<file path="config.mk">
export PLATFORM = sky130hd
export DESIGN_NAME = alu_regfile_pipe
export DESIGN_NICKNAME = d
export VERILOG_FILES = /design/src/rtl/alu_regfile_pipe_pkg.sv /design/src/rtl/alu_regfile_pipe_alu.sv /design/src/rtl/alu_regfile_pipe.sv
export SDC_FILE = /design/constraint.sdc
export NUM_CORES = 1
export LEC_CHECK = 0
export ABC_CLOCK_PERIOD_IN_PS = 13800
export CAP_MARGIN = 20
export CORE_ASPECT_RATIO = 0.7
export CORE_UTILIZATION = 48
export CTS_BUF_LIST = sky130_fd_sc_hd__clkbuf_8
export CTS_CLUSTER_SIZE = 25
export DETAILED_ROUTE_END_ITERATION = 8
export PLACE_DENSITY = 0.65
export SYNTH_ARGS = -nofsm -noshare
export SYNTH_HDL_FRONTEND = slang
export SYNTH_SLANG_ARGS = --single-unit
</file>
<file path="constraint.sdc">
create_clock -name clk -period 13.8 [get_ports clk]
set_input_delay 4.14 -clock clk [delete_from_list [all_inputs] [get_ports clk]]
set_output_delay 4.14 -clock clk [all_outputs]
set_load 0.01 [all_outputs]
</file>
<file path="src/rtl/alu_regfile_pipe_pkg.sv">
// Shared opcode encodings and flag bit positions for the ALU pipeline and its decoder.
package alu_regfile_pipe_pkg;

    localparam int OPCODE_WIDTH = 4;
    localparam int FLAGS_WIDTH  = 5;

    // Flag vector layout is {C,L,F,Z,N}
    localparam int FLAG_C = 4;
    localparam int FLAG_L = 3;
    localparam int FLAG_F = 2;
    localparam int FLAG_Z = 1;
    localparam int FLAG_N = 0;

    typedef enum logic [OPCODE_WIDTH-1:0] {
        OP_ADD = 4'd0,
        OP_SUB = 4'd1,
        OP_AND = 4'd2,
        OP_OR  = 4'd3,
        OP_XOR = 4'd4,
        OP_NOT = 4'd5,
        OP_MOV = 4'd6,
        OP_LSH = 4'd7,
        OP_RSH = 4'd8,
        OP_CMP = 4'd9
    } alu_op_e;

endpackage

</file>
<file path="src/rtl/alu_regfile_pipe_alu.sv">
// Combinational ALU: result, flag vector and a flag-update enable (low for unknown opcodes).
module alu_core
    import alu_regfile_pipe_pkg::*;
#(
    parameter int DATA_WIDTH = 16
) (
    input  logic [OPCODE_WIDTH-1:0] op_i,
    input  logic [DATA_WIDTH-1:0]   a_i,
    input  logic [DATA_WIDTH-1:0]   b_i,
    output logic [DATA_WIDTH-1:0]   result_o,
    output logic [FLAGS_WIDTH-1:0]  flags_o,
    output logic                    flags_upd_o
);
    localparam int SHW = $clog2(DATA_WIDTH);
    localparam int MSB = DATA_WIDTH - 1;

    logic [DATA_WIDTH:0]   sum_d;
    logic [DATA_WIDTH:0]   diff_d;
    logic                  ovf_add_d;
    logic                  ovf_sub_d;
    logic [SHW-1:0]        shamt_d;
    logic [DATA_WIDTH-1:0] res_d;
    logic                  c_d;
    logic                  l_d;
    logic                  f_d;

    // diff_d[DATA_WIDTH] is the borrow, i.e. A < B unsigned
    assign sum_d     = {1'b0, a_i} + {1'b0, b_i};
    assign diff_d    = {1'b0, a_i} - {1'b0, b_i};
    assign ovf_add_d = (a_i[MSB] == b_i[MSB]) && (sum_d[MSB] != a_i[MSB]);
    assign ovf_sub_d = (a_i[MSB] != b_i[MSB]) && (diff_d[MSB] != a_i[MSB]);
    assign shamt_d   = b_i[SHW-1:0];

    always_comb begin
        res_d       = '0;
        c_d         = 1'b0;
        l_d         = 1'b0;
        f_d         = 1'b0;
        flags_upd_o = 1'b1;
        case (op_i)
            OP_ADD: begin res_d = sum_d[MSB:0];  c_d = sum_d[DATA_WIDTH];  f_d = ovf_add_d; end
            OP_SUB: begin res_d = diff_d[MSB:0]; c_d = diff_d[DATA_WIDTH]; f_d = ovf_sub_d; end
            OP_AND: res_d = a_i & b_i;
            OP_OR:  res_d = a_i | b_i;
            OP_XOR: res_d = a_i ^ b_i;
            OP_NOT: res_d = ~a_i;
            OP_MOV: res_d = b_i;
            OP_LSH: res_d = a_i << shamt_d;
            OP_RSH: res_d = a_i >> shamt_d;
            OP_CMP: begin
                res_d = diff_d[MSB:0];
                c_d   = diff_d[DATA_WIDTH];
                l_d   = diff_d[DATA_WIDTH];
                f_d   = ovf_sub_d;
            end
            default: flags_upd_o = 1'b0;
        endcase
    end

    always_comb begin
        flags_o         = '0;
        flags_o[FLAG_C] = c_d;
        flags_o[FLAG_L] = l_d;
        flags_o[FLAG_F] = f_d;
        flags_o[FLAG_Z] = (res_d == '0);
        flags_o[FLAG_N] = res_d[MSB];
    end

    assign result_o = res_d;

endmodule

</file>
<file path="src/rtl/alu_regfile_pipe.sv">
// Two-stage EX/WB ALU pipeline with register file, WB-to-EX bypass and a debug read port.
module alu_regfile_pipe
    import alu_regfile_pipe_pkg::*;
#(
    parameter int DATA_WIDTH = 16,
    parameter int NUM_REGS   = 8,
    parameter int ZERO_R0    = 0
) (
    input  logic                        clk,
    input  logic                        reset,
    input  logic                        in_valid,
    input  logic [$clog2(NUM_REGS)-1:0] a_reg,
    input  logic [$clog2(NUM_REGS)-1:0] b_reg,
    input  logic [$clog2(NUM_REGS)-1:0] dest_reg,
    input  logic [DATA_WIDTH-1:0]       immediate,
    input  logic                        immediate_p,
    input  logic                        write_en,
    input  logic [OPCODE_WIDTH-1:0]     alu_op,
    output logic [DATA_WIDTH-1:0]       result,
    output logic                        result_valid,
    output logic [FLAGS_WIDTH-1:0]      flags,
    input  logic [$clog2(NUM_REGS)-1:0] dbg_sel,
    output logic [DATA_WIDTH-1:0]       dbg_data
);
    localparam int IDXW = $clog2(NUM_REGS);

    logic [DATA_WIDTH-1:0]  regs_q [NUM_REGS];
    logic [DATA_WIDTH-1:0]  result_q;
    logic                   result_valid_q;
    logic [FLAGS_WIDTH-1:0] flags_q;
    logic                   wb_we_q;
    logic [IDXW-1:0]        wb_dest_q;

    logic [DATA_WIDTH-1:0]  a_val_d;
    logic [DATA_WIDTH-1:0]  b_val_d;
    logic [DATA_WIDTH-1:0]  alu_res_d;
    logic [FLAGS_WIDTH-1:0] alu_flags_d;
    logic                   alu_upd_d;
    logic                   wb_we_d;

    // EX: operand read with WB bypass; the registered result doubles as WB data
    always_comb begin
        a_val_d = regs_q[a_reg];
        if (wb_we_q && (wb_dest_q == a_reg)) a_val_d = result_q;
        if ((ZERO_R0 != 0) && (a_reg == '0)) a_val_d = '0;

        b_val_d = regs_q[b_reg];
        if (wb_we_q && (wb_dest_q == b_reg)) b_val_d = result_q;
        if ((ZERO_R0 != 0) && (b_reg == '0)) b_val_d = '0;
        if (immediate_p) b_val_d = immediate;
    end

    alu_core #(.DATA_WIDTH(DATA_WIDTH)) u_alu (
        .op_i        (alu_op),
        .a_i         (a_val_d),
        .b_i         (b_val_d),
        .result_o    (alu_res_d),
        .flags_o     (alu_flags_d),
        .flags_upd_o (alu_upd_d)
    );

    assign wb_we_d = in_valid && write_en && (alu_op != OP_CMP) &&
                     !((ZERO_R0 != 0) && (dest_reg == '0));

    // WB: latch EX outputs on accept, retire the previous op into the register file
    always_ff @(posedge clk or posedge reset) begin
        if (reset) begin
            result_q       <= '0;
            result_valid_q <= 1'b0;
            flags_q        <= '0;
            wb_we_q        <= 1'b0;
            wb_dest_q      <= '0;
            for (int i = 0; i < NUM_REGS; i++) regs_q[i] <= '0;
        end else begin
            result_valid_q <= in_valid;
            wb_we_q        <= wb_we_d;
            if (in_valid) begin
                result_q  <= alu_res_d;
                wb_dest_q <= dest_reg;
                if (alu_upd_d) flags_q <= alu_flags_d;
            end
            if (wb_we_q) regs_q[wb_dest_q] <= result_q;
        end
    end

    assign result       = result_q;
    assign result_valid = result_valid_q;
    assign flags        = flags_q;
    assign dbg_data     = ((ZERO_R0 != 0) && (dbg_sel == '0)) ? '0 : regs_q[dbg_sel];

endmodule

</file>
# Word level (Yosys, flattened, before mapping)
# Cells that the tools add are included.
# totals
register_bits	154
inputBits	37
output_inout_bits	38
word_cells	78
# classes
add_sub_neg	2
order_cmp	5
n_eq_ne	16
shift	2
mux	20
n_bitwise	8
n_reduce_logical	12
# ops
op	count
2-to-1 mux 16 bit	10
binary-select mux 16 bit (select 3 bit)	3
case mux 16 bit (9 select lines)	1
bitwise mux 128 bit	1
demux 16 bit (select 3 bit)	1
adder 16 x 16 -> 17 bit	1
subtractor 16 x 16 -> 17 bit	1
AND 16 bit	1
equality test 4 x 3 -> 1 bit (second input constant)	4
greater-or-equal comparator 4 bit (second input constant)	4
zero test 16 bit	1
inverter 16 bit	1
inverter 3 -> 4 bit	4
OR 16 bit	1
left shift 16 x 4 -> 16 bit	1
right shift 16 x 4 -> 16 bit	1
XOR 16 bit	1
OR reduction 10 bit	1
equality test 4 x 2 -> 1 bit (second input constant)	2
equality test 4 bit (second input constant)	2
logical AND 1 bit	7
equality test 3 bit	2
equality test 4 x 1 -> 1 bit (second input constant)	1
zero test 4 bit	1
other kinds (8)	12

# Depth between registers and ports, before layout
# Gate-level depths: netlist (run 1).
# logic_depth
ltp_word	10
ltp_mapped	22
depth_no_buf	19

# By module
# A second synthesis (run 1) with hierarchy kept.
# hier_totals
hier_cells	1241
hier_area_um2	13581.8
# modules_own_cells
mod	n_inst	cells_per_inst	area_per_inst_um2	seq_area_each_um2
alu_regfile_pipe	1	637	9163.8	3853.7
alu_core	1	604	4418.0	0.0

# Least setup slack after synthesis (run 1)
# Ideal clock, no wire load.
# synth_path
path_kind	input to output
from	in dbg_sel[0]
to	out dbg_data[0]
arrival_time_ps	5746
required_time_ps	9660
setup_slack_ps	3914
cell_stages	4
path_buffers	2
cell_sequence	clkbuf_1 buf_1 mux4_2 mux2_2
# synth_via
elab_chain_len	4
# synth_rtl
item	line_no	source
start: declaration	alu_regfile_pipe.sv:22	input logic [$clog2(NUM_REGS)-1:0] dbg_sel,
inverter 3 -> 4 bit (not written as such)	alu_regfile_pipe.sv:89	assign dbg_data = ((ZERO_R0 != 0) && (dbg_sel == '0)) ? '0 : regs_q[dbg_sel];
binary-select mux 16 bit (select 3 bit)	alu_regfile_pipe.sv:89	
2-to-1 mux 16 bit (not written as such) (2 in series)	alu_regfile_pipe.sv:89	
end: declaration	alu_regfile_pipe.sv:23	output logic [DATA_WIDTH-1:0] dbg_data
# No other way between the ends. The select of a mux whose other input is x is not followed.

# Worst setup path in the final report (run 1)
# layout_path
from	in b_reg[2]
to	reg flags_q[1], in the netlist flags[1]
# layout_via
elab_chain_len	9
elab_cells_between_ends	17
cone_classes	add/sub (2); eq/ne (1); shift (2); mux (6); bitwise (4); reduce/logical (2)
# layout_rtl
item	line_no	source
start: declaration	alu_regfile_pipe.sv:13	input logic [$clog2(NUM_REGS)-1:0] b_reg,
inverter 3 -> 4 bit (not written as such)	alu_regfile_pipe.sv:47	b_val_d = regs_q[b_reg];
binary-select mux 16 bit (select 3 bit)	alu_regfile_pipe.sv:47	
2-to-1 mux 16 bit (not written as such) (2 in series)	alu_regfile_pipe.sv:47	
2-to-1 mux 16 bit *	alu_regfile_pipe.sv:48	if (wb_we_q && (wb_dest_q == b_reg)) b_val_d = result_q;
2-to-1 mux 16 bit *	alu_regfile_pipe.sv:50	if (immediate_p) b_val_d = immediate;
subtractor 16 x 16 -> 17 bit (tied with other cells)	alu_regfile_pipe_alu.sv:29	assign diff_d = {1'b0, a_i} - {1'b0, b_i};
case mux 16 bit (9 select lines) *	alu_regfile_pipe_alu.sv:40	case (op_i)
zero test 16 bit *	alu_regfile_pipe_alu.sv:65	flags_o[FLAG_Z] = (res_d == '0);
end signal: assignment	alu_regfile_pipe.sv:80	if (alu_upd_d) flags_q <= alu_flags_d;
end: declaration	alu_regfile_pipe.sv:30	logic [FLAGS_WIDTH-1:0] flags_q;
# Mark *: on every way between the ends. The rest lies on a longest branch, timed or not. The select of a mux whose other input is x is not followed.
# A chain may end at the register's enable or synchronous reset.

==> results.sh, run 1 <==
export IMPL_status="complete, no violations"
export IMPL_postCtsHoldBufs=0
export IMPL_grt_pass1_wl_um=70800
export IMPL_syn_nets=1341
export IMPL_fin_cells=1654
export IMPL_postCtsSetupBuffers=0
export IMPL_cts_max_path_buffers=2
export IMPL_yosysTopAreaCellShare=0.294
export IMPL_path_class="input pin to flop"
export IMPL_cts_sink_count=154
export IMPL_cp_start_kind="input pin"
export IMPL_num_rows=50
export IMPL_cts_htree_levels=4
export IMPL_synth_mux_area_frac=0.332
export IMPL_fin_crit_sh=0.764
export IMPL_cp_max_fo=15
export IMPL_finalClockSkew_ns=0.0134
export IMPL_initial_core_util=0.490
export IMPL_final_layout_size_suffix_gt1_frac=0.283
export IMPL_synth_top_family_by_area="multiplexers"
export IMPL_power_leakage_nw=5.95
export IMPL_cts_buffers=17
export IMPL_hold_path_class="flop to flop"
export IMPL_dpl_cell_area_um2=14200
export IMPL_synth_cells=1253
export IMPL_cp_required_ns=14.22
export IMPL_yosysWarnings=0
export IMPL_swShare=0.450
export IMPL_setup_viol=0
export IMPL_cp_cell_sequence="clkdlybuf4s50_1, xnor2_1, and4_1, nor3_2, nor2_1, ha_1, nor2b_1, o311ai_0, a211oi_1, o211ai_1, a21boi_0, o41ai_1, o22ai_1, and3_1, a211oi_1, nand3_1, o21ai_1"
export IMPL_grt_max_degree=81
export IMPL_die_area_um2=28000
export IMPL_core_area_um2=26800
export IMPL_worst_slew_pin_slew_ns=1.11
export IMPL_ff_latch_area_um2=3850
export IMPL_synth_edf_count=0
export IMPL_synth_area_top_cells="dfrtp_1, mux4_2, mux2_2, ha_1, o21ai_0"
export IMPL_fin_hold_ws_ns=0.495
export IMPL_grt_overflow_total=0
export IMPL_port_buffers=74
export IMPL_dr_pass1_iters=7
export IMPL_grt_total_usage=0.345
export IMPL_n_fill_cell=2403
export IMPL_routed_wl_um=46600
export IMPL_antenna_found_initial=1
export IMPL_crit_arrival_ns=10.96
export IMPL_finish_instance_area_um2=14600
export IMPL_synthArstFlopShare=1.00
export IMPL_peakVddDrop_uv=92.9
export IMPL_worst_path_largest_cell_delay_ns=0.86
export IMPL_drv_slew=0
export IMPL_ys_types=75
export IMPL_synthSimpleGateAreaFrac=0.0969
export IMPL_cts_tree="built"
export IMPL_cpMostUsedCell="a211oi_1"
export IMPL_ys_ff_latch=154
export IMPL_drtIter0Drc=1467
export IMPL_tns_ns=0
export IMPL_synth_xor_area_share=0.00858
export IMPL_seq_area_frac_synth=0.294
export IMPL_p_switching_mw=1.29
export IMPL_synth_largest_area_cell="dfrtp_1"
export IMPL_dp_hpwl_um=33500
export IMPL_num_nets_final=1364
export IMPL_syn_area_per_cell_um2=10.5
export IMPL_place_inst=1620
export IMPL_gp_congestion=1.04
export IMPL_hold_viol=0
export IMPL_cts_resized_gates=0
export IMPL_synth_fa_ha_area_frac=0.0498
export IMPL_relSlewSlack=0.249
export IMPL_rsz0062_at_grt="no"
export IMPL_clkTransAtPathRegs_ns=0.09
export IMPL_wl_per_cell_um=28.1
export IMPL_synth_ff_type="dfrtp_1"
export IMPL_grt_pass1_vias=10900
export IMPL_postRouteAntennaNets=0
export IMPL_end_kind="flop"
export IMPL_via_per_inst=6.92
export IMPL_total_power_mw=2.87
export IMPL_die_h_um=140
export IMPL_pwr_share_clk=0.126
export IMPL_seqPwrFrac=0.309
export IMPL_synth_compound_area_share=0.167
export IMPL_crit_slowest_cell="clkdlybuf4s50_1"
export IMPL_multi_input_area_um2=8640
export IMPL_intPower_mw=1.58
export IMPL_post_route_min_period_ns=10.54
export IMPL_syn_area_um2=13100
export IMPL_combPwrFrac=0.564
export IMPL_power_density_nw_per_um2=197
export IMPL_clock_root_buffer="clkbuf_8"
export IMPL_insertion_delay_ns=0.49
export IMPL_fmax_mhz=94.8
export IMPL_num_vias=11500
export IMPL_syn_to_final_growth_pct=11.0
export IMPL_max_cap_violations=0
export IMPL_ios=75
export IMPL_drc_errors=0
export IMPL_die_w_um=200
[area by class of cell]
class | count | area share
multi-input combinational | 935 | 0.593
sequential | 154 | 0.264
timing repair buffer | 111 | 0.0687
tap | 364 | 0.0313
clock buffer | 18 | 0.0170
inverter | 57 | 0.0150
clock inverter | 14 | 0.0106
antenna | 1 | 0.000172
[cells by family (layout without fill, tap and decap cells)]
logic type                 Yosys count  count (layout)
AOI/OAI and AO/OA                  320             320
adders and majority gates           51              51
xor gates and xnor gates            12              12
DFF                                154             154
other                                0               1
and+or+nand+nor                    263             263
muxes                              289             289
buffers and inverters              164             200
[path summary, 6_finish.rpt]
path	from	endpoint	slack, ns	depth (start not counted)
setup / recovery	b_reg[2]	flags[1]$_DFFE_PP0P_	3.26	17
hold / removal	flags[2]$_DFFE_PP0P_	flags[2]$_DFFE_PP0P_	0.49	2
setup reg to reg	wb_dest_q[2]$_DFFE_PP0P_	flags[1]$_DFFE_PP0P_	7.17	16
hold reg to reg	flags[2]$_DFFE_PP0P_	flags[2]$_DFFE_PP0P_	0.49	2
max in group asynchronous	reset	regs_q[94]$_DFFE_PP0P_	8.16	3
min in group asynchronous	reset	regs_q[30]$_DFFE_PP0P_	4.18	2
[synthesized netlist by cell type (all sizes together), types with 8 or more instances]
library cell,instances
a21oi,57
clkbuf,69
mux4,96
nand4,8
ha,49
buf,38
nor2,59
xnor2,12
o2bb2ai,8
a31oi,11
nand3,25
o211ai,20
o2111ai,8
mux2,159
a221oi,14
o21ai,79
nand2,83
nor3,36
a211oi,21
a221o,14
inv,57
mux2i,34
dfrtp,154
nand2b,13
o31ai,9
[critical path, delay by kind of cell]
kind                       cells  cell delay [ns]
buffers and inverters          1             0.86
adders and majority gates      1             0.38
and+or+nand+nor                6             2.09
xor gates and xnor gates       1             0.27
AOI/OAI and AO/OA              8             3.21
[cell usage in the layout (no fill, tap or decap), types with 9 or more instances in the layout]
cell type        Yosys  layout
clkbuf_8             0      18
a221o_1             14      14
o31ai_1              9       9
a211oi_1            20      20
nand2_1             82      82
mux2_2             159     159
nand3_1             25      25
o21ai_0             69      69
dfrtp_1            154     154
a31oi_1             11      11
a21oi_1             56      56
mux4_2              96      96
mux2i_1             23      23
nand2b_1            13      13
a221oi_1            14      14
ha_1                49      49
clkdlybuf4s50_1      0      69
xnor2_1             11      11
o21ai_1             10      10
o211ai_1            20      20
nor3_1              34      31
nor2_1              59      59
inv_1               54      54
buf_4                5      36
[flip-flops by register name, summed over array words and instances, names as in the netlist]
register,cells
flags,5
regs_q,128
result,16
result_valid,1
wb_dest_q,3
wb_we_q,1
[per-stage QoR]
stage | util | worst slack, ns
floorplan | - | 3.91
global placement | 0.529 | 3.25
detailed placement | 0.529 | 3.08
CTS | 0.544 | 3.29
global route | 0.544 | 3.09
finish | 0.544 | 3.26
[per-layer routing]
layer / vias up / track usage / wire [um]
li1: 4887 / - / -
met1: 5810 / 0.543 / 21500
met2: 703 / 0.464 / 18900
met3: 51 / 0.105 / 5540
met4: 0 / 0.0571 / 561
met5: - / 0 / 0
[power by group through the flow]
stage | logic [mW] | clock network (mW) | registers, mW
floorplan | 1.14 | 0 | 0.776
global placement | 1.57 | 0 | 0.872
detailed placement | 1.57 | 0 | 0.883
CTS | 1.58 | 0.369 | 0.878
global route | 1.73 | 0.385 | 0.917
finish | 1.62 | 0.363 | 0.889
Note: power is estimated with default switching activity, not from simulation.
==> inputs of run 2 (changes only) <==
ABC_CLOCK_PERIOD_IN_PS = 9900   (was 13800)
clock period = 9.9 ns   (was 13.8 ns; I/O delays follow)
==> run 2 against run 1 <==
  * Count of clock-buffer cells in the layout down 1
  * Global-route usage up 0.14 points
  * Utilization up 0.45 points
  * Flip-flop and latch count unchanged
==> results.sh, run 2 (synthesis results as in run 1) <==
export IMPL_status="complete, no violations"
export IMPL_tns_ns=0
export IMPL_worst_slew_pin_slew_ns=1.18
export IMPL_fmax_mhz=115
export IMPL_die_area_um2=28000
export IMPL_cts_buffers=17
export IMPL_fin_crit_sh=0.877
export IMPL_cts_sink_count=154
export IMPL_wl_per_cell_um=28.4
export IMPL_cts_max_path_buffers=2
export IMPL_die_h_um=140
export IMPL_ff2ff_path_depth=16
export IMPL_grt_max_degree=85
export IMPL_setup_viol=0
export IMPL_num_vias=11500
export IMPL_via_per_inst=6.91
export IMPL_regToRegSetupSlack_ns=3.94
export IMPL_power_leakage_nw=6.02
export IMPL_p_switching_mw=1.80
export IMPL_end_kind="flop"
export IMPL_post_place_ws_ns=0.921
export IMPL_cp_required_ns=10.30
export IMPL_dr_pass1_iters=8
export IMPL_ios=75
export IMPL_fin_util=0.549
export IMPL_rsz0062_at_grt="no"
export IMPL_combPwrFrac=0.561
export IMPL_drv_slew=0
export IMPL_grt_pass1_wl_um=70800
export IMPL_core_area_um2=26800
export IMPL_drtIter0Drc=1363
export IMPL_antenna_found_initial=1
export IMPL_diodes=0
export IMPL_path_depth=18
export IMPL_fin_hold_ws_ns=0.491
export IMPL_power_density_nw_per_um2=276
export IMPL_clkTransAtPathRegs_ns=0.08
export IMPL_num_nets_final=1374
export IMPL_path_class="input pin to flop"
export IMPL_timing_final_ws_setup_ns=1.22
export IMPL_postRouteAntennaNets=0
export IMPL_cts_tree="built"
export IMPL_num_rows=50
export IMPL_crit_slowest_cell="clkdlybuf4s50_1"
export IMPL_pwr_share_clk=0.133
export IMPL_syn_to_final_growth_pct=11.9
export IMPL_hold_path_depth=2
export IMPL_port_buffers=74
export IMPL_gp_congestion=0.998
export IMPL_insertion_delay_ns=0.47
export IMPL_r2r_end="flags[1]$_DFFE_PP0P_"
export IMPL_routed_wl_um=47200
export IMPL_worst_path_largest_cell_delay_ns=0.85
export IMPL_largest_reg_flops=128
export IMPL_hold_viol=0
export IMPL_regMostFlops="regs_q"
export IMPL_cp_max_fo=14
export IMPL_grt_pass1_vias=11000
export IMPL_hold_path_class="flop to flop"
export IMPL_n_fill_cell=2368
export IMPL_multi_input_area_um2=8640
export IMPL_dp_hpwl_um=34500
export IMPL_ff_latch_area_um2=3850
export IMPL_holdPathEnd="flags[3]$_DFFE_PP0P_"
export IMPL_grt_total_usage=0.346
export IMPL_swShare=0.444
export IMPL_cts_htree_levels=4
export IMPL_initial_core_util=0.490
export IMPL_postCtsHoldBufs=0
export IMPL_final_layout_size_suffix_gt1_frac=0.289
export IMPL_postCtsSetupBuffers=0
export IMPL_intPower_mw=2.25
export IMPL_seqPwrFrac=0.306
export IMPL_crit_arrival_ns=9.08
export IMPL_final_cell_mix="mux2_2, dfrtp_1, mux4_2"
export IMPL_grt_overflow_total=0
export IMPL_fin_cells=1662
export IMPL_clock_root_buffer="clkbuf_8"
export IMPL_max_cap_violations=0
export IMPL_cp_cell_sequence="clkdlybuf4s50_1, xnor2_1, and4_1, nor3_2, buf_4, nor2_1, ha_1, nor2b_1, o31ai_1, a221oi_1, o41ai_1, o31ai_1, a221oi_1, o21bai_1, a221o_1, a211oi_1, nand3_1, o21ai_1"
export IMPL_die_w_um=200
export IMPL_worstHoldStart="flags[3]$_DFFE_PP0P_"
export IMPL_cp_start_kind="input pin"
export IMPL_cts_resized_gates=0
export IMPL_relSlewSlack=0.190
export IMPL_drc_errors=0
export IMPL_peakVddDrop_uv=131
export IMPL_layout_commonest_cell="mux2_2"
export IMPL_crit_family="compound AO/OA/AOI/OAI gates"
export IMPL_crit_buf_inv=2
export IMPL_finalClockSkew_ns=0.0119
export IMPL_timing_rr_start="wb_dest_q[1]$_DFFE_PP0P_"
export IMPL_post_route_min_period_ns=8.68
export IMPL_place_inst=1630
==> run 2: changes by cell type in the layout (fill, tap and decap cells not counted), sizes merged <==
cell      previous run  this run
diode                1         0
inv                 58        57
clkinvlp             3         2
buf                 42        52
clkbuf              18        17
bufinv               3         5
==> run 2: worst max path at each step <==
stage | startpoint | endpoint | slack, ns
6_report | b_reg[2] | flags[1]$_DFFE_PP0P_ | 1.22
4_1_cts | dbg_sel[1] | dbg_data[7] | 1.41
3_5_place_dp | b_reg[2] | flags[1]$_DFFE_PP0P_ | 0.92
3_3_place_gp | b_reg[2] | flags[1]$_DFFE_PP0P_ | 1.00
2_1_floorplan | dbg_sel[0] | dbg_data[0] | 2.35
5_1_grt | b_reg[2] | flags[1]$_DFFE_PP0P_ | 0.97
==> run 2: power groups by stage <==
stage | clock, mW | combinational (mW) | sequential, mW
3_5_place_dp | 0 | 2.20 | 1.23
4_1_cts | 0.549 | 2.22 | 1.22
2_1_floorplan | 0 | 1.59 | 1.08
3_3_place_gp | 0 | 2.19 | 1.21
6_report | 0.539 | 2.27 | 1.24
5_1_grt | 0.574 | 2.42 | 1.28
==> run 2: worst reg2reg max path, delay by kind of cell, from the launching register on <==
family	cells	cell delay [ns]
AO/OA/AOI/OAI	9	3.15
multiplexers	1	0.61
AND/OR/NAND/NOR	3	0.54
XOR/XNOR	1	0.24
flip-flops	1	0.72
adder cells (fa/ha/maj)	1	0.39
buffers and inverters	1	0.25
==> run 2: per-stage QoR <==
step | instance area, um^2 | total power [mW]
CTS | 14700 | 3.99
finish | 14700 | 4.05
global placement | 14200 | 3.40
global route | 14700 | 4.27
floorplan | 13100 | 2.67
detailed placement | 14200 | 3.43
==> run 2: layout make-up <==
cell class	instances	share of cell area
Clock buffer	17	0.0159
Clock inverter	14	0.0139
Inverter	57	0.0149
Multi-Input combinational cell	935	0.588
Sequential cell	154	0.262
Tap cell	364	0.0310
Timing Repair Buffer	121	0.0741
==> run 2: metal layers <==
metal | track usage | wire [um] | up-vias
li1 | - | - | 4900
met1 | 0.529 | 21300 | 5770
met2 | 0.457 | 18900 | 744
met3 | 0.127 | 6060 | 78
met4 | 0.0791 | 893 | 0
met5 | 0 | 0 | -
==> inputs of run 3 (changes only) <==
--- a/config.mk
+++ b/config.mk
@@ -14,4 +14,5 @@
 export DETAILED_ROUTE_END_ITERATION = 8
 export PLACE_DENSITY = 0.65
+export SKIP_LAST_GASP = 1
 export SYNTH_ARGS = -nofsm -noshare
 export SYNTH_HDL_FRONTEND = slang
==> constraint.sdc (replaced) <==
create_clock -name clk -period 9.9 [get_ports clk]
set_input_delay 2.97 -clock clk [delete_from_list [all_inputs] [get_ports clk]]
set_output_delay 2.97 -clock clk [all_outputs]
set_load 0.05 [all_outputs]
==> run 3 against run 2 <==
  * Worst setup slack lost 0.035 ns
  * Via count is 0.90% lower
  * Register-to-register slack improved by 0.04 ns
  * Critical path depth fell by 13
  * First-iteration DRC count shrank 10%
  * Maximum frequency down 0.40%
  * Clock skew up 0.0019 ns
  * Sequential share of layout area grew 0.16 points
  * Critical path type is now input pin to primary output
  * Critical endpoint is now dbg_data[7]
  * Largest power group unchanged
  * Highest routed layer is now met5
==> results.sh, run 3 (synthesis results as in run 1) <==
export IMPL_die_w_um=200
export IMPL_grtUsageMet1=0.517
export IMPL_diodes=0
export IMPL_cp_required_ns=6.93
export IMPL_status="complete, no violations"
export IMPL_crit_buf_inv=3
export IMPL_crit_arrival_ns=5.74
export IMPL_initial_core_util=0.490
export IMPL_cts_tree="built"
export IMPL_setup_viol=0
export IMPL_regMostFlops="regs_q"
export IMPL_grt_pass1_vias=10800
export IMPL_routed_wl_um=45000
export IMPL_final_layout_size_suffix_gt1_frac=0.287
export IMPL_dr_pass1_iters=5
export IMPL_cp_start_kind="input pin"
export IMPL_relSlewSlack=0.267
export IMPL_fmax_mhz=115
export IMPL_worstHoldStart="flags[2]$_DFFE_PP0P_"
export IMPL_postCtsHoldBufs=0
export IMPL_n_fill_cell=2399
export IMPL_ff2ff_path_depth=17
export IMPL_power_density_nw_per_um2=282
export IMPL_layout_commonest_cell="mux2_2"
export IMPL_tns_ns=0
export IMPL_post_route_min_period_ns=8.71
export IMPL_die_h_um=140
export IMPL_grt_overflow_total=0
export IMPL_worst_slew_pin_slew_ns=1.09
export IMPL_dp_hpwl_um=32800
export IMPL_hold_viol=0
export IMPL_syn_to_final_growth_pct=11.2
export IMPL_cts_htree_levels=4
export IMPL_postCtsSetupBuffers=0
export IMPL_cts_buffers=17
export IMPL_wl_per_cell_um=27.1
export IMPL_antenna_found_initial=1
export IMPL_clkTransAtPathRegs_ns=0.09
export IMPL_drv_slew=0
export IMPL_cp_max_fo=20
export IMPL_crit_slowest_cell="clkdlybuf4s50_1"
export IMPL_cts_max_path_buffers=2
export IMPL_final_cell_mix="mux2_2, dfrtp_1, mux4_2"
export IMPL_timing_rr_start="wb_dest_q[0]$_DFFE_PP0P_"
export IMPL_rsz0062_at_grt="no"
export IMPL_grt_total_usage=0.331
export IMPL_drc_errors=0
export IMPL_end_kind="primary output"
export IMPL_cts_sink_count=154
export IMPL_finish_instance_area_um2=14600
export IMPL_holdPathEnd="flags[2]$_DFFE_PP0P_"
export IMPL_via_per_inst=6.85
export IMPL_worst_path_largest_cell_delay_ns=0.94
export IMPL_path_class="input pin to primary output"
export IMPL_cp_cell_sequence="clkdlybuf4s50_1, buf_4, mux4_2, mux2_2, clkdlybuf4s50_1"
export IMPL_finalClockSkew_ns=0.0138
export IMPL_num_nets_final=1373
export IMPL_die_area_um2=28000
export IMPL_fin_util=0.545
export IMPL_largest_reg_flops=128
export IMPL_max_cap_violations=0
export IMPL_hold_path_class="flop to flop"
export IMPL_gp_congestion=1.03
export IMPL_ios=75
export IMPL_clock_root_buffer="clkbuf_8"
export IMPL_cts_resized_gates=0
export IMPL_drtIter0Drc=1222
export IMPL_peakVddDrop_uv=161
export IMPL_r2r_end="flags[1]$_DFFE_PP0P_"
export IMPL_power_leakage_nw=5.98
export IMPL_regToRegSetupSlack_ns=3.98
export IMPL_grt_max_degree=101
export IMPL_grt_busiest_layer="met1"
export IMPL_num_vias=11400
export IMPL_grt_pass1_wl_um=68500
export IMPL_num_rows=50
export IMPL_use_met3=0.0920
export IMPL_crit_family="buffers and inverters"
export IMPL_grt_use_met2=0.442
export IMPL_cpMostUsedCell="clkdlybuf4s50_1"
export IMPL_postRouteAntennaNets=0
export IMPL_fin_crit_sh=0.880
export IMPL_core_area_um2=26800
export IMPL_insertion_delay_ns=0.49
export IMPL_dpl_cell_area_um2=14200
export IMPL_hold_path_depth=2
export IMPL_port_buffers=74
==> run 3: final cells by class <==
cell class / count / area [um^2] / area share
multi-input cells: 935 / 8630 / 0.591
flip-flops and latches: 154 / 3850 / 0.264
well taps: 364 / 455 / 0.0312
clock inverters: 14 / 133 / 0.00908
clock buffers: 18 / 248 / 0.0170
inverters: 57 / 219 / 0.0150
repair buffers: 120 / 1060 / 0.0727
==> run 3: worst max path at each step <==
| stage | start | end | cells past startpoint |
|---|---|---|---|
| floorplan | dbg_sel[0] | dbg_data[0] | 4 |
| global placement | dbg_sel[1] | dbg_data[7] | 5 |
| detailed placement | b_reg[2] | flags[1]$_DFFE_PP0P_ | 19 |
| CTS | dbg_sel[1] | dbg_data[7] | 5 |
| global route | dbg_sel[1] | dbg_data[7] | 5 |
| finish | dbg_sel[1] | dbg_data[7] | 5 |
==> run 3: per-stage QoR <==
step | setup slack (ns) | std cells | power (mW) | hold slack [ns]
floorplan | 2.25 | 1253 | 2.86 | 0.477
global placement | 1.20 | 1630 | 3.54 | 0.475
detailed placement | 1.13 | 1630 | 3.59 | 0.487
CTS | 1.16 | 1662 | 4.07 | 0.512
global route | 1.10 | 1662 | 4.34 | 0.549
finish | 1.19 | 1662 | 4.12 | 0.513
==> run 3: routing by layer <==
metal / up-vias / part of all wire
met5: - / 0.0031
li1: 4922 / -
met4: 5 / 0.015
met1: 5747 / 0.46
met2: 652 / 0.41
met3: 63 / 0.11
==> run 3: where the power goes <==
group          internal (mW)  total (mW)  switching, mW
combinational           1.06        2.41           1.34
clock                  0.226       0.475          0.249
sequential             0.888        1.24          0.347
==> run 3: worst min-delay path, cell delays in order (launching register included) <==
cell     delay, ns
dfrtp_1       0.36
nand2_1       0.05
o21ai_0       0.07
